--- src/rtl/three_eight_decoder_seq_pkg.sv ---
// Shared types and constants for the registered 3-to-8 decoder.
// State encoding is fixed so that state values seen in waveforms stay stable.
package three_eight_decoder_seq_pkg;

    localparam int CODE_W   = 3;
    localparam int ONEHOT_W = 8;

    typedef enum logic [1:0] {
        ST_IDLE = 2'd0,
        ST_HOLD = 2'd1,
        ST_SCAN = 2'd2
    } state_e;

    // Index of the eighth code in a scan; finishing it ends the scan.
    localparam logic [CODE_W-1:0] LAST_STEP = 3'd7;

endpackage

--- src/rtl/three_eight_decoder_seq_onehot_dec3.sv ---
// Pure combinational 3-to-8 one-hot decode; exactly one output bit is always set.
// No latency, no flow control.
module onehot_dec3
    import three_eight_decoder_seq_pkg::*;
(
    input  logic [CODE_W-1:0]   code_i,
    output logic [ONEHOT_W-1:0] onehot_o
);

    always_comb begin
        onehot_o         = '0;
        onehot_o[code_i] = 1'b1;
    end

endmodule

--- src/rtl/three_eight_decoder_seq.sv ---
// Registered 3-to-8 decoder: direct hold of an accepted code, or a self-timed
// sweep through all eight lines, each held for DWELL cycles, ending with a done pulse.
module three_eight_decoder_seq
    import three_eight_decoder_seq_pkg::*;
#(
    parameter int unsigned DWELL = 1
) (
    input  logic                clk,
    input  logic                rst,
    input  logic                en,
    input  logic [CODE_W-1:0]   a,
    input  logic                mode,
    input  logic                a_valid,
    output logic                a_ready,
    output logic [ONEHOT_W-1:0] y,
    output logic                y_valid,
    output logic                done
);

    localparam logic [7:0] DWELL_RELOAD = 8'(DWELL - 1);

    state_e              state_q, state_d;
    logic [CODE_W-1:0]   code_q, code_d;
    logic [7:0]          dwell_q, dwell_d;
    logic [CODE_W-1:0]   step_q, step_d;
    logic [ONEHOT_W-1:0] y_q, y_d;
    logic                y_valid_q, y_valid_d;
    logic                done_q, done_d;
    logic                accept;
    logic [ONEHOT_W-1:0] code_onehot;

    assign a_ready = !rst && en && (state_q != ST_SCAN);
    assign accept  = a_valid && a_ready;

    always_comb begin
        state_d = state_q;
        code_d  = code_q;
        dwell_d = dwell_q;
        step_d  = step_q;
        done_d  = 1'b0;

        if (!en) begin
            state_d = ST_IDLE;
        end else begin
            case (state_q)
                ST_IDLE, ST_HOLD: begin
                    if (accept) begin
                        code_d  = a;
                        state_d = mode ? ST_SCAN : ST_HOLD;
                        dwell_d = DWELL_RELOAD;
                        step_d  = '0;
                    end
                end
                ST_SCAN: begin
                    if (dwell_q != 8'd0) begin
                        dwell_d = dwell_q - 8'd1;
                    end else if (step_q == LAST_STEP) begin
                        state_d = ST_IDLE;
                        done_d  = 1'b1;
                    end else begin
                        // 3-bit add wraps 7 back to 0
                        code_d  = code_q + 3'd1;
                        step_d  = step_q + 3'd1;
                        dwell_d = DWELL_RELOAD;
                    end
                end
                default: state_d = ST_IDLE;
            endcase
        end
    end

    // Decode the next code so y lands on the same edge as the state change.
    onehot_dec3 u_dec (
        .code_i   (code_d),
        .onehot_o (code_onehot)
    );

    always_comb begin
        y_valid_d = (state_d != ST_IDLE);
        y_d       = y_valid_d ? code_onehot : '0;
    end

    always_ff @(posedge clk) begin
        if (rst) begin
            state_q   <= ST_IDLE;
            code_q    <= '0;
            dwell_q   <= '0;
            step_q    <= '0;
            y_q       <= '0;
            y_valid_q <= 1'b0;
            done_q    <= 1'b0;
        end else begin
            state_q   <= state_d;
            code_q    <= code_d;
            dwell_q   <= dwell_d;
            step_q    <= step_d;
            y_q       <= y_d;
            y_valid_q <= y_valid_d;
            done_q    <= done_d;
        end
    end

    assign y       = y_q;
    assign y_valid = y_valid_q;
    assign done    = done_q;

endmodule

--- config.mk ---
export PLATFORM = sky130hd
export DESIGN_NAME = three_eight_decoder_seq
export DESIGN_NICKNAME = d
export VERILOG_FILES = /design/src/rtl/three_eight_decoder_seq_pkg.sv /design/src/rtl/three_eight_decoder_seq_onehot_dec3.sv /design/src/rtl/three_eight_decoder_seq.sv
export SDC_FILE = /design/constraint.sdc
export NUM_CORES = 1
export LEC_CHECK = 0
export BUFFER_PORTS_ARGS = -buffer_cell sky130_fd_sc_hd__buf_2
export CORE_UTILIZATION = 54
export DETAILED_ROUTE_END_ITERATION = 10
export PLACE_DENSITY = 0.77
export SYNTH_ARGS = -nofsm -noshare
export SYNTH_HDL_FRONTEND = slang
export SYNTH_SLANG_ARGS = --single-unit
--- constraint.sdc ---
create_clock -name clk -period 2.65 [get_ports clk]
set_input_delay 0.1325 -clock clk [delete_from_list [all_inputs] [get_ports clk]]
set_output_delay 0.1325 -clock clk [all_outputs]
set_load 0.05 [all_outputs]
==> key figures, run 1 <==
Logic synthesis
  • Synth cell types: 40
  • FFs w/ async S/R, synth: 0%
  • Post-Synthesis Net Count: 146
  • FF+latch count, synth: 26
  • Main area contributors after synthesis: dfxtp_1, nor2_1, xor2_1
  • Synth Area per Inst: ~9.1 um2
  • Sequential area share after synthesis: a little over two fifths
  • Post-synth top area share: 42.8%
  • Mapped Cells: about 130
  • Syn Std Cell Area: 1210 um2
  • Yosys top cell by area: dfxtp_1
  • Number of flops mapped to enable cells by yosys: 0
  • Synth Warn #: 0
  • Predominant post-synthesis flop cell: dfxtp_1

Clocking
  • Depth of the CTS H-tree: 1
  • Clk sinks: 26
  • Max clock buf depth: 2
  • Clock Latency Late Sink: ~0.32 ns
  • Clk root buf: clkbuf_4
  • CTS resizes: 0
  • CTS Buf Count: 3
  • Clock Pin Slew Worst Setup and Hold Paths: about 0.14 ns
  • CTS tree: done

STA
  • F_max: 416 MHz
  • Final hold violations: 0
  • Worst setup slack after layout: 0.245 ns
  • RSZ-0062 raised after global routing: false
  • Fin crit share: 90.8%
  • Worst-margin pin slew: 0.609 ns
  • Min Tclk post-route: roughly 2.4 ns
  • Hold WS: approximately 0.07 ns
  • Final setup viols: 0
  • Setup TNS: 0 ns
  • Clk_skew: roughly 0.0055 ns
  • Relative slew slack: about three fifths
  • Pins Over Slew Limit: 0

Drt
  • Vias per cell: 5.87
  • Post-Route WL: ~2400 um
  • Highest metal used: met4
  • DR vias: roughly 1,100
  • DR WL met2: around 1100 um
  • Drt pass-1 iters: 4
  • WL met3: approximately 110 um
  • Initial DRC count: 29
  • ANT nets after route: 0
  • DRC Markers: 0
  • Met1 wire length: about 1200 um
  • WL/cell: roughly 14 um

Power
  • Power Density: about 530 nW/um2
  • Flop pwr share: a little under three fifths
  • Net Sw Frac: a little over a quarter
  • Cell Int Power: roughly 0.00053 W
  • Clock power frac: between 20% and 30%
  • Worst vdd ir: roughly 320 uV
  • P_leak: ~0.55 nW
  • Comb pwr share: 15.4%
  • Psw: just under 0.0002 W

Worst setup path
  • Most numerous cell on the critical path: ha_1
  • Critical-path top delay cell: a221oi_1
  • WP data required: approximately 2.9 ns
  • Worst path cell trace: ha_1 -> ha_1 -> nor4b_2 -> nand2_2 -> o21ba_4 -> a221oi_1 -> nor3_1
  • CP Launch Type: flip-flop
  • Worst Path Arrival: 2.60 ns
  • Crit end category: flip-flop
  • Crit path kind: reg -> reg
  • Crit path buffers/inverters: 0
  • CP max stage delay: 0.58 ns
  • Register-to-register setup slack: 0.24 ns
  • Crit-path max FO: 7
  • Largest delay share family, worst path: compound AO/OA/AOI/OAI gates

Placement
  • Worst slack, placed: between 0.3 and 0.4 ns
  • Final HPWL DP: between 1500 and 2000 um
  • PortBufs: 18
  • Cells after DPL: between 150 and 200
  • GP Congestion: between 0.8 and 0.9

Min path
  • Worst hold path type: in -> reg

Global route
  • Largest net degree at the start of global routing: 15
  • Initial antenna violation count: 0
  • Vias in the first global route: 978
  • Congestion Overflow GR: 0
  • GR Util All Layers: between 20 and 25%
  • Global-route wire length before repair: ~4200 um

Layout
  • Diodes inserted: 0
  • Most frequent cells in the layout: dfxtp_1, buf_2, nor2_1
  • Area grow syn2layout: 12.3%
  • # fillers: between 150 and 200
  • Commonest non-fill, non-tap cell in the layout: dfxtp_1
  • Final cell count without fillers: 179
  • Share of layout cells above drive strength 1: about 18%
  • Final net count: between 150 and 200

Die
  • Site row count: 16
  • Die area: around 2400 um2
  • Die H: a little under 50 um
  • Initial core utilization: between 50% and 60%
  • Ports: 19
  • CORE AREA: around 2000 um2
  • Die width: slightly below 50 um

Flow run
  • Max_cap viols: 0

Outcome
  • Outcome: complete, no violations
power groups by stage:
stage	combinational (W)	sequential, W	clock, W
after floorplan	0.0000795	0.000429	0
after global placement	0.000105	0.000423	0
after detailed placement	0.000109	0.000424	0
after CTS	0.000110	0.000415	0.000206
after global routing	0.000123	0.000418	0.000218
final	0.000112	0.000415	0.000200
cell type report:
cell class | count | area (um2) | area share, %
sequential | 26 | 520 | 38.2
clock buffer | 4 | 36.3 | 2.66
multi-input combinational | 100 | 662 | 48.5
timing repair buffer | 19 | 100 | 7.34
tap | 27 | 33.8 | 2.48
inverter | 3 | 11.3 | 0.826
path summary, 6_finish.rpt:
| path | startpoint | end | depth (start not counted) |
|---|---|---|---|
| min reg2reg | step_q[1] | step_q[1] | 2 |
| min | a_valid | state_q[0] | 2 |
| max reg2reg | step_q[0] | y[7] | 7 |
| max | step_q[0] | y[7] | 7 |
routing by layer:
layer	vias up	track usage [%]
met2	32	35.8
met3	4	2.80
met4	0	7.62
met1	489	30.7
met5	-	0
li1	525	-
flip-flops by register name (all words and copies together), names as in the netlist:
name,count
code_q,3
done,1
dwell_q,8
state_q,2
step_q,3
y,8
y_valid,1
synth_stat cells (3+ instances only):
library cell  count
dfxtp_1          26
nor2_1           14
nor3_1           10
nand2_1           9
a21oi_1           7
nand4_1           6
xor2_1            6
nand3_1           5
ha_1              4
nand2b_1          4
a211oi_1          3
clkbuf_1          3
inv_1             3
o21ai_0           3
kinds of logic (layout without fill, tap and decap cells):
| family | count (synthesis) | after routing | share of synthesized area (%) |
|---|---|---|---|
| and+or+nand+nor | 64 | 64 | 30.2 |
| DFF | 26 | 26 | 42.8 |
| AOI/OAI and AO/OA | 24 | 24 | 14.3 |
| buffers and inverters | 8 | 26 | 2.68 |
| xor gates and xnor gates | 7 | 7 | 5.05 |
| adders and majority gates | 4 | 4 | 4.12 |
| muxes | 1 | 1 | 0.824 |
timing repair:
action / in CTS / in global routing
setup endpoints to repair: 0 / 0
setup buffers: 0 / 0
hold buffers: 1 / 0
hold endpoints to repair: 1 / 0
metrics by stage:
| stage | area, um2 | utilization [%] | total power [W] |
|---|---|---|---|
| final | 1360 | 66.8 | 0.000727 |
| after global routing | 1360 | 66.8 | 0.000758 |
| after CTS | 1360 | 66.8 | 0.000732 |
| after detailed placement | 1320 | 64.5 | 0.000532 |
| after global placement | 1320 | 64.5 | 0.000529 |
| after floorplan | 1210 | - | 0.000508 |
Note: power is estimated with default switching activity, not from simulation.
==> run 2, diff against run 1 <==
CORE_UTILIZATION = 56   (was 54)
PLACE_DENSITY = 0.78   (was 0.77)
SYNTH_HIERARCHICAL = 1   (was not set)
==> key figures, run 2 <==
Outcome
  • Outcome: complete, no violations

Layout
  • Final non-filler cell area: 1590 um2 (+17%)
  • Area grow syn2layout: 12.3% (about the same)
  • # fillers: 183 (-3.2%)
  • Commonest non-fill, non-tap cell in the layout: dfxtp_1
  • Final net count: 189 (+15%)
  • Area used by multi-input combinational logic: 833 um2 (+26%)
  • Sequential cell area: 520 um2 (unchanged)
  • Most frequent cells in the layout: dfxtp_1, buf_2, a21oi_1
  • Share of layout cells above drive strength 1: 23.4% (+5.0 points)
  • Diodes inserted: 0 (unchanged)

Clocking
  • Clk sinks: 26 (unchanged)
  • Clock Pin Slew Worst Setup and Hold Paths: 0.14 ns (about the same)
  • CTS Buf Count: 3 (unchanged)
  • CTS tree: done
  • Max clock buf depth: 2 (unchanged)
  • Depth of the CTS H-tree: 1 (unchanged)
  • Clock Latency Late Sink: 0.32 ns (about the same)
  • Clk root buf: clkbuf_4

Power
  • P_leak: 0.662 nW (+21%)
  • Worst vdd ir: 358 uV (+12%)
  • Power Density: 540 nW/um2 (+1.3%)

Worst setup path
  • Critical R2R Launch: step_q[0]
  • WP data required: 2.88 ns (+0.03 ns)
  • Register-to-register setup slack: 0.30 ns (+0.06 ns)
  • CP Launch Type: flip-flop
  • Worst Path Arrival: 2.58 ns (-0.02 ns)
  • Crit-path max FO: 8 (+1)
  • Reg2reg end: y[6]
  • Crit path kind: reg -> reg
  • Crit end category: flip-flop
  • Crit path from: step_q[0]
  • Worst-case reg-to-reg path depth: 8 (+1)

Global route
  • Initial antenna violation count: 0 (unchanged)
  • GR Util All Layers: 23.8% (+1.5 points)
  • Vias in the first global route: 1,043 (+6.6%)
  • Global-route wire length before repair: 4810 um (+14%)
  • Largest net degree at the start of global routing: 17 (+2)
  • Congestion Overflow GR: 0 (unchanged)

STA
  • Worst-margin pin slew: 0.610 ns (+0.000669 ns)
  • Min Tclk post-route: 2.35 ns (-0.0585 ns)
  • F_max: 426 MHz (+2.5%)
  • Pins Over Slew Limit: 0 (unchanged)
  • Final setup viols: 0 (unchanged)
  • Setup TNS: 0 ns (unchanged)
  • Clk_skew: 0.00720 ns (+0.00170 ns)
  • Final hold violations: 0 (unchanged)
  • Fin crit share: 88.6% (-2.2 points)
  • Relative slew slack: 59.3% (-0.13 points)
  • RSZ-0062 raised after global routing: false
  • Hold WS: 0.0393 ns (-0.0290 ns)

Logic synthesis
  • Most common library cells after synthesis: dfxtp_1, a21oi_1, and2_1
  • Synth Warn #: 6 (+6)
  • Post-Synthesis Net Count: 169 (+16%)
  • Synth Area in Simple Gates: 29.4% (-0.76 points)
  • Synth Area per Inst: 9.08 um2 (+0.14%)
  • Largest family of logic cells by synthesized area: simple AND/OR/NAND/NOR gates
  • Number of flops mapped to enable cells by yosys: 0 (unchanged)
  • Synth cell types: 47 (+18%)
  • FFs w/ async S/R, synth: 0% (unchanged)
  • Sequential area share after synthesis: 36.7% (-6.1 points)
  • Predominant post-synthesis flop cell: dfxtp_1
  • Main area contributors after synthesis: dfxtp_1, and2_1, ha_1
  • Syn Std Cell Area: 1420 um2 (+17%)
  • Top-count cell post-synth: dfxtp_1
  • Yosys top cell by area: dfxtp_1
  • Synth Area in Compound Gates: 22.3% (+8.0 points)
  • Post-synth top area share: 36.7% (-6.1 points)
  • Synth Area in XOR/XNOR: 0% (-5.0 points)
  • Mapped Cells: 156 (+16%)
  • Mux share of post-synthesis cell area: 2.21% (+1.4 points)
  • FF+latch count, synth: 26 (unchanged)
  • Adder-cell share of the synthesized area: 4.42% (+0.30 points)

Die
  • Die H: 52.3 um (+5.8%)
  • Die width: 52.3 um (+5.8%)
  • Initial core utilization: 61.7% (+2.2 points)
  • Site row count: 17 (+1)
  • CORE AREA: 2300 um2 (+12%)
  • Die area: 2730 um2 (+12%)
  • Ports: 19 (unchanged)

Placement
  • Final HPWL DP: 2210 um (+22%)
  • GP Congestion: 0.860 (+2.2%)
  • Area after DPL: 1520 um2 (+15%)
  • PortBufs: 18 (unchanged)

Min path
  • Startpoint of the worst hold path: a_valid
  • Worst hold path type: in -> reg
  • Worst min-delay path endpoint: state_q[0]
  • Hold Crit Depth: 2 (unchanged)

Drt
  • WL/cell: 14.9 um (+9.6%)
  • DRC Markers: 0 (unchanged)
  • Drt pass-1 iters: 4 (unchanged)
  • ANT nets after route: 0 (unchanged)
  • Post-Route WL: 3030 um (+24%)
  • DR vias: 1,269 (+21%)
  • Initial DRC count: 35 (+21%)
  • Vias per cell: 6.25 (+6.6%)

Flow run
  • Max_cap viols: 0 (unchanged)
run 2: changes by cell type in the layout (fill, tap and decap cells not counted), moves of 4 or more:
cell and change:
a31oi_1 +4, nand2_1 -6, and2_1 +9, o211ai_1 +6, inv_1 +4, nor3_1 -6, nor2_1 -8, a21oi_1 +4
xor2_1 -6
run 2: per-stage QoR:
stage | power [W] | utilization (%) | std cells | setup WS [ns]
6_report | 0.000858 | 69.2 | 203 | 0.303
5_1_grt | 0.000892 | 69.2 | 203 | 0.152
4_1_cts | 0.000858 | 69.0 | 203 | 0.176
3_5_place_dp | 0.000586 | 66.2 | 198 | 0.209
3_3_place_gp | 0.000580 | 66.2 | 198 | 0.318
2_1_floorplan | 0.000554 | - | 156 | 0.441
run 2: cells by family after synthesis:
kind of cell             after synthesis
adder cells (fa/ha/maj)                5
AO/OA/AOI/OAI                         44
flip-flops                            26
buffers and inverters                 14
multiplexers                           3
AND/OR/NAND/NOR                       64
run 2: how the worst max path moves through the flow:
stage / endpoint / slack [ns] / cells past startpoint
after global routing: y[1] / 0.15 / 8
after detailed placement: y[6] / 0.21 / 8
after CTS: y[6] / 0.18 / 8
after floorplan: y[6] / 0.44 / 8
after global placement: y[6] / 0.32 / 8
final: y[6] / 0.30 / 8
run 2: critical path: stages (launching register included):
cell     delay [ns]
dfxtp_1        0.35
ha_1           0.20
ha_1           0.20
nor4b_2        0.35
nand3_1        0.20
or3_1          0.38
nand3_1        0.21
and3b_2        0.23
and2_1         0.13
run 2: power breakdown:
group	internal (W)	total [W]	switching, W
logic	0.0000627	0.000163	0.000100
clock network	0.000153	0.000275	0.000122
registers	0.000405	0.000421	0.0000153
run 2: what timing repair did:
item,in CTS,in global routing
hold endpoints to repair,1,0
hold buffers,1,0
setup buffers,0,0
endpoints found under the setup margin,0,2
gates resized for setup,0,1
run 2: layout make-up:
| type | count | area share, % |
|---|---|---|
| well taps | 28 | 2.20 |
| clock buffers | 3 | 1.42 |
| flip-flops and latches | 26 | 32.7 |
| clock inverters | 1 | 1.89 |
| inverters | 7 | 1.65 |
| repair buffers | 22 | 7.71 |
| multi-input cells | 116 | 52.4 |
run 2: routing by layer:
metal | GRT usage (%) | vias up | share of wire (%)
li1 | - | 635 | -
met1 | 35.2 | 579 | 49
met2 | 34.2 | 51 | 45
met3 | 3.48 | 4 | 5.4
met4 | 9.21 | 0 | 0.89
met5 | 0 | - | 0
